[src/rtl/ps2_frame_rx_if.sv]
// PS/2 receiver bus: raw device lines in, framed scancode and status out.
// master drives the key lines; slave is the receiver.
interface ps2_frame_rx_if;
  logic       key_clk;
  logic       key_din;
  logic [7:0] scancode;
  logic       scan_valid;
  logic       parity_err;
  logic       frame_err;
  logic       busy;

  modport master (
    output key_clk,
    output key_din,
    input  scancode,
    input  scan_valid,
    input  parity_err,
    input  frame_err,
    input  busy
  );

  modport slave (
    input  key_clk,
    input  key_din,
    output scancode,
    output scan_valid,
    output parity_err,
    output frame_err,
    output busy
  );
endinterface

[src/rtl/ps2_frame_rx.sv]
// PS/2 frame receiver: sync + deglitch of key_clk/key_din, 11-bit
// framing with odd parity, stop check and inter-bit timeout.
module ps2_frame_rx #(
  parameter int SYNC_STAGES    = 2,
  parameter int FILTER_LEN     = 8,
  parameter int TIMEOUT_CYCLES = 25000
) (
  input  logic           clk,
  input  logic           rst,
  ps2_frame_rx_if.slave  bus
);

  localparam int FW = $clog2(FILTER_LEN) + 1;
  localparam int TW = $clog2(TIMEOUT_CYCLES) + 1;
  localparam logic [FW-1:0] FLAST = FW'(FILTER_LEN - 1);
  localparam logic [TW-1:0] TLAST = TW'(TIMEOUT_CYCLES - 1);

  typedef enum logic [1:0] {
    S_IDLE,
    S_DATA,
    S_PAR,
    S_STOP
  } state_t;

  logic [SYNC_STAGES-1:0] kc_q;
  logic [SYNC_STAGES-1:0] kd_q;
  logic                   sclk;
  logic                   sdin;

  logic                   fclk_q;
  logic                   fclk_d;
  logic [FW-1:0]          fcnt_q;
  logic [FW-1:0]          fcnt_d;
  logic                   fprev_q;
  logic                   fall;

  state_t                 state_q;
  logic [2:0]             bcnt_q;
  logic [TW-1:0]          tmo_q;
  logic [TW-1:0]          tmo_d;
  logic [7:0]             data_q;
  logic                   pok_q;
  logic [7:0]             code_q;
  logic                   sv_q;
  logic                   pe_q;
  logic                   fe_q;

  assign sclk = kc_q[SYNC_STAGES-1];
  assign sdin = kd_q[SYNC_STAGES-1];

  always_ff @(posedge clk) begin
    if (rst) begin
      kc_q <= '1;
      kd_q <= '1;
    end else begin
      kc_q <= {kc_q[SYNC_STAGES-2:0], bus.key_clk};
      kd_q <= {kd_q[SYNC_STAGES-2:0], bus.key_din};
    end
  end

  // fclk follows sclk only after FILTER_LEN cycles of disagreement
  always_comb begin
    fclk_d = fclk_q;
    fcnt_d = '0;
    if (sclk != fclk_q) begin
      if (fcnt_q == FLAST) begin
        fclk_d = sclk;
      end else begin
        fcnt_d = fcnt_q + 1'b1;
      end
    end
  end

  always_ff @(posedge clk) begin
    if (rst) begin
      fclk_q  <= 1'b1;
      fcnt_q  <= '0;
      fprev_q <= 1'b1;
    end else begin
      fclk_q  <= fclk_d;
      fcnt_q  <= fcnt_d;
      fprev_q <= fclk_q;
    end
  end

  assign fall  = fprev_q & ~fclk_q;
  assign tmo_d = tmo_q + 1'b1;

  always_ff @(posedge clk) begin
    if (rst) begin
      state_q <= S_IDLE;
      bcnt_q  <= '0;
      tmo_q   <= '0;
      data_q  <= '0;
      pok_q   <= 1'b0;
      code_q  <= 8'h00;
      sv_q    <= 1'b0;
      pe_q    <= 1'b0;
      fe_q    <= 1'b0;
    end else begin
      sv_q <= 1'b0;
      pe_q <= 1'b0;
      fe_q <= 1'b0;
      if (state_q == S_IDLE) begin
        tmo_q <= '0;
        if (fall && !sdin) begin
          state_q <= S_DATA;
          bcnt_q  <= '0;
        end
      end else if (fall) begin
        tmo_q <= '0;
        unique case (1'b1)
          (state_q == S_DATA): begin
            data_q[bcnt_q] <= sdin;
            bcnt_q         <= bcnt_q + 1'b1;
            if (bcnt_q == 3'd7) begin
              state_q <= S_PAR;
            end
          end
          (state_q == S_PAR): begin
            pok_q   <= ^{data_q, sdin};
            state_q <= S_STOP;
          end
          default: begin
            state_q <= S_IDLE;
            if (!sdin) begin
              fe_q <= 1'b1;
            end else if (!pok_q) begin
              pe_q <= 1'b1;
            end else begin
              code_q <= data_q;
              sv_q   <= 1'b1;
            end
          end
        endcase
      end else if (tmo_d == TLAST) begin
        // stalled device: drop the partial frame
        state_q <= S_IDLE;
        tmo_q   <= '0;
        fe_q    <= 1'b1;
      end else begin
        tmo_q <= tmo_d;
      end
    end
  end

  assign bus.scancode   = code_q;
  assign bus.scan_valid = sv_q;
  assign bus.parity_err = pe_q;
  assign bus.frame_err  = fe_q;
  assign bus.busy       = (state_q != S_IDLE);

endmodule
[src/flat_wrapper.sv]
// flat-port wrapper written by rule: the top's interface ports become plain ports
module ps2_frame_rx_flat 
#(
  parameter int SYNC_STAGES    = 2,
  parameter int FILTER_LEN     = 8,
  parameter int TIMEOUT_CYCLES = 25000
)
  (clk, rst, bus_key_clk, bus_key_din, bus_scancode, bus_scan_valid, bus_parity_err, bus_frame_err, bus_busy);
  ps2_frame_rx_if bus_i ();
  input  logic clk;
  input  logic rst;
  input wire logic [$bits(bus_i.key_clk)-1:0] bus_key_clk;
  input wire logic [$bits(bus_i.key_din)-1:0] bus_key_din;
  output wire logic [$bits(bus_i.scancode)-1:0] bus_scancode;
  output wire logic [$bits(bus_i.scan_valid)-1:0] bus_scan_valid;
  output wire logic [$bits(bus_i.parity_err)-1:0] bus_parity_err;
  output wire logic [$bits(bus_i.frame_err)-1:0] bus_frame_err;
  output wire logic [$bits(bus_i.busy)-1:0] bus_busy;
  assign bus_i.key_clk = bus_key_clk;
  assign bus_i.key_din = bus_key_din;
  assign bus_scancode = bus_i.scancode;
  assign bus_scan_valid = bus_i.scan_valid;
  assign bus_parity_err = bus_i.parity_err;
  assign bus_frame_err = bus_i.frame_err;
  assign bus_busy = bus_i.busy;
  ps2_frame_rx #(.SYNC_STAGES(SYNC_STAGES), .FILTER_LEN(FILTER_LEN), .TIMEOUT_CYCLES(TIMEOUT_CYCLES)) u_core (.clk(clk), .rst(rst), .bus(bus_i));
endmodule
[config.mk]
export PLATFORM = sky130hd
export DESIGN_NAME = ps2_frame_rx_flat
export DESIGN_NICKNAME = d
export VERILOG_FILES = /design/src/rtl/ps2_frame_rx_if.sv /design/src/rtl/ps2_frame_rx.sv /design/src/flat_wrapper.sv
export SDC_FILE = /design/constraint.sdc
export NUM_CORES = 1
export LEC_CHECK = 0
export ABC_AREA = 1
export BUFFER_PORTS_ARGS = -buffer_cell sky130_fd_sc_hd__buf_2
export CAP_MARGIN = 5
export CORE_MARGIN = 8
export CORE_UTILIZATION = 53
export CTS_CLUSTER_DIAMETER = 200
export DETAILED_ROUTE_END_ITERATION = 12
export PLACE_DENSITY = 0.76
export SLEW_MARGIN = 25
export SYNTH_ARGS = -nofsm -noshare
export SYNTH_HDL_FRONTEND = slang
export SYNTH_SLANG_ARGS = --single-unit
[constraint.sdc]
create_clock -name clk -period 1.8 [get_ports clk]
set_input_delay 0.09 -clock clk [delete_from_list [all_inputs] [get_ports clk]]
set_output_delay 0.09 -clock clk [all_outputs]
set_load 0.005 [all_outputs]
# [Word-level counts from Yosys, hierarchy flattened]
# Cells that the tools add are included.
[totals] regBits=51 in_bits=4 wordCells=73
[classes] addsub=3 order_cmp=2 eq_ne=8 muxes=19 n_bitwise=7 reduce_logical=20
[ops] op="16-bit by 1-bit adder with 16-bit output, second input constant" count=1
[ops] op="16-bit by 15-bit equality test with 1-bit output, second input constant" count=1
[ops] op="3-bit two-way mux" count=4
[ops] op="3-bit AND reduction" count=4
[ops] op="2-bit two-way mux" count=5
[ops] op="9-bit parity" count=1
[ops] op="8-bit bitwise mux" count=1
[ops] op="1-bit two-way mux" count=7
[ops] op="1-bit inverter" count=6
[ops] op="2-bit nonzero test" count=3
[ops] op="6-bit OR reduction" count=1
[ops] op="5-bit AND reduction" count=1
[ops] op="4-bit by 1-bit adder with 4-bit output, second input constant" count=1
[ops] op="4-bit by 3-bit equality test with 1-bit output, second input constant" count=1
[ops] op="3-bit by 4-bit < comparator with 1-bit output, second input constant" count=1
[ops] op="4-bit != test, second input constant" count=1
[ops] op="2-bit case mux with 2 select lines" count=1
[ops] op="2-bit OR reduction" count=2
[ops] op="4-bit OR reduction" count=1
[ops] op="3-bit by 1-bit adder with 3-bit output, second input constant" count=1
[ops] op="1-bit demux with 3-bit select" count=1
[ops] op="3-bit equality test, second input constant" count=1
[ops] op="3-bit by 1-bit >= comparator with 1-bit output, second input constant" count=1
[ops] op="3-bit nonzero test" count=1
[ops] op="10 further kinds" count=11

# [Logic depth before layout (Yosys ltp)]
[depth] depth_word=5 ltp_mapped=15 depth_no_buf=15

# [Least setup slack after synthesis]
# OpenSTA, ideal clock, no wires.
[synth_timing] path_kind="register to register" from="register u_core.tmo_q[0]" to="register u_core.tmo_q[9]" setup_time_ns=0.119 t_arrival_ns=1.658 required_time_ns=1.681 slack_ns=0.023 stages_incl_launch_ff=14 period_less_slack_ns=1.777 path_cell_list="dfxtp_1 > ha_1 > nand3_2 > nor2_4 > nand3_1 > nand2_1 > nand2_1 > nor2_1 > nand2_1 > nor2_1 > nand2_2 > nand3_2 > buf_4 > a21oi_1"
[synth_via] elab_chain_len=3
[synth_rtl] item="start: declaration" line_no="ps2_frame_rx.sv:39" rtl="logic [TW-1:0] tmo_q;"
[synth_rtl] item="start signal: assignment" line_no="ps2_frame_rx.sv:142" rtl="tmo_q <= tmo_d;"
[synth_rtl] item="16-bit by 1-bit adder with 16-bit output *" line_no="ps2_frame_rx.sv:87" rtl="assign tmo_d = tmo_q + 1'b1;"
[synth_rtl] item="16-bit by 15-bit equality test with 1-bit output" line_no="ps2_frame_rx.sv:136" rtl="end else if (tmo_d == TLAST) begin"
[synth_rtl] item="4-bit OR reduction (no source line)"
# Mark *: on every way between the ends. The rest lies on a longest branch, timed or not.
# A chain may end at the register's enable or synchronous reset.

# [Worst setup path after layout]
[layout_timing] from="register u_core.tmo_q[3]" to="register u_core.tmo_q[8]"
# Same word-level chain as after synthesis.

==> run metrics <==
status finished with violations; failing checks setup timing; area leader, netlist dfxtp_1; number of antenna diodes 0; RSZ-0062 raised after global routing yes; Period minus WS final 1850 ps; Hold Path End u_core.data_q[7]; number of enable flip-flop cells after synthesis 0; R2R Path Start u_core.tmo_q[3]; total wire length 4910 um; crit share post-route 1.03; CP max FO 7; overall routing resource usage 0.153; worst skew pair latency 310 ps; PD cells 790 nW/um2; ANT nets after route 0; Final Max Slew Viols 0; pin slew with the least headroom to its limit 474 ps; syn_area_per_cell 7.54 um2; post-synth cell types 34; DR WL/cell 12.4 um; crit path capture type register; hold path cells 2; Hold Path Origin rst; via count 2,070; first-pass GRT wire length 8220 um; Sum Neg Setup Slack -385 ps; first drt pass iteration count 4; Die H 82.7 um; HPWL after DPL 3420 um; CP Data Arrival Time 2050 ps; clock transition at the registers of the reported paths 100 ps; initial core utilization 0.546; drt initial violations 103; Ys Warns 0; Fmax 0.541 GHz; Commonest cells post-synth nand2_1, nor2_1, dfxtp_1; Register-to-Register Setup Slack -50 ps; chip width 82.7 um; global route overflow 0; synthesized area 2360 um2; CTS tree yes; Setup Skew 7.76 ps; worst hold path type input pin to register; P_leak 1.17 nW; Setup WS post-layout -48.8 ps; total CTS buffers 5; VDD IR max 477 uV; slew margin rel. 0.684; synth top area cells dfxtp_1, nand2_1, nor2_1; antenna violations before repair 0; r2r worst-path depth 12; Vias/cell 5.24; DIE AREA 6840 um2; Setup crit start kind register; number of H-tree levels 2; Routability Congestion 0.848; Max-Cap Viols 0; synthesized flop and latch total 51; Post-synth ARST share 0; post-synth top area share 0.433; syn_nets 328; register area share after synthesis 0.433; row count 24; final-report setup violation count 16; drt drc 0; Synth-to-Final Area Change 18.3%; worst hold margin 209 ps; Synth Instances 313; CTS Sinks 51; reg2reg end u_core.tmo_q[8]; io pins 16; most common cell in the netlist nand2_1; Crit Path Class register to register; clk buf depth 2; Req. time, crit path 2000 ps; Clock Root Buffer clkbuf_8; Main synth FF type dfxtp_1; share of cells above drive strength 1 0.175; PortBufs 15; Core Area 4320 um2; nets@finish 357; Post-Place Setup Slack -62.6 ps; largest net degree at the start of global routing 19; Fin. Hold Viols 0; vias in the first global route 1,871
[state kept, by name, indices dropped and copies added (netlist names), 2 cells and up]
name and count:
u_core.tmo_q 16, u_core.bus.scancode 8, u_core.data_q 8, u_core.fcnt_q 4, u_core.bcnt_q 3, u_core.kc_q 2
u_core.kd_q 2, u_core.state_q 2
[critical path, cell delays in order, from the launching register on]
cell	delay, ps
dfxtp_2	400
nand2_1	130
nor2_1	210
nand2_2	120
inv_2	90
nand2_1	70
nand2_1	60
nand3_1	100
nor3_2	140
nand2_2	110
nand3_4	110
clkbuf_16	160
a21oi_1	40
[logic make-up (layout without fill, tap and decap cells)]
logic type | count (synthesis) | after routing | synth area share
adder cells (fa/ha/maj) | 11 | 11 | 0.0583
AO/OA/AOI/OAI | 51 | 51 | 0.131
flip-flops | 51 | 51 | 0.433
AND/OR/NAND/NOR | 151 | 151 | 0.277
buffers and inverters | 39 | 69 | 0.0636
XOR/XNOR | 10 | 10 | 0.0371
[worst max-delay path by stage]
stage	from	endpoint	slack, ps	depth (start not counted)
after floorplan	u_core.tmo_q[0]	u_core.tmo_q[9]	20	13
after global placement	u_core.tmo_q[0]	u_core.state_q[0]	20	14
after detailed placement	u_core.tmo_q[0]	u_core.state_q[0]	-60	14
after CTS	u_core.tmo_q[1]	u_core.tmo_q[5]	0.2	13
after global routing	u_core.tmo_q[0]	u_core.state_q[0]	-190	14
final	u_core.tmo_q[3]	u_core.tmo_q[8]	-50	12
[per-stage QoR]
| stage | total power [W] | instances | utilization | area [um2] |
|---|---|---|---|---|
| floorplan | 0.00131 | 313 | - | 2360 |
| global placement | 0.00137 | 383 | 0.590 | 2550 |
| detailed placement | 0.00137 | 383 | 0.590 | 2550 |
| CTS | 0.00219 | 393 | 0.628 | 2720 |
| global route | 0.00230 | 395 | 0.646 | 2790 |
| finish | 0.00221 | 395 | 0.646 | 2790 |
[final cells by class]
| cell class | instances | area (um2) |
|---|---|---|
| multi-input combinational | 223 | 1260 |
| timing repair buffer | 27 | 200 |
| fill | 391 | 1530 |
| inverter | 34 | 128 |
| sequential | 51 | 1030 |
| tap | 52 | 65.1 |
| clock buffer | 5 | 68.8 |
| clock inverter | 3 | 47.5 |
[layout by cell type, fill, tap and decap left out, types with 2 or more instances in the layout]
master	instances
nand3_1	10
o21ai_0	10
dfxtp_1	47
xor2_1	6
nor2_2	4
a21oi_1	21
ha_1	10
buf_2	15
a22oi_1	2
nand2_1	57
nor3_1	2
nor2_1	53
clkbuf_8	5
nand3_4	2
a21oi_2	2
buf_4	8
dfxtp_2	4
a311oi_1	8
nand4_1	5
nand3b_1	2
or2_2	4
inv_1	33
dlygate4sd3_1	2
nor4_1	2
xnor2_1	4
nand2_2	5
[power breakdown]
part	switching [W]	internal, W
clock network	0.000403	0.000422
logic	0.000129	0.0000978
registers	0.0000140	0.00114
total	0.000546	0.00166
[what timing repair did]
action	4_1_cts	5_1_grt
pin swaps	2	4
resized for setup	9	11
hold buffers	2	0
cloned	0	1
buffers inserted	0	1
setup endpoints to repair	18	19
hold endpoints to repair	2	0
[layer usage]
layer	wire, um	up-vias	global-route usage
li1	-	1086	-
met1	2390	946	0.196
met2	2250	31	0.243
met3	208	7	0.0357
met4	62	0	0.0552
met5	0	-	0
(Power assumes the default switching activity.)
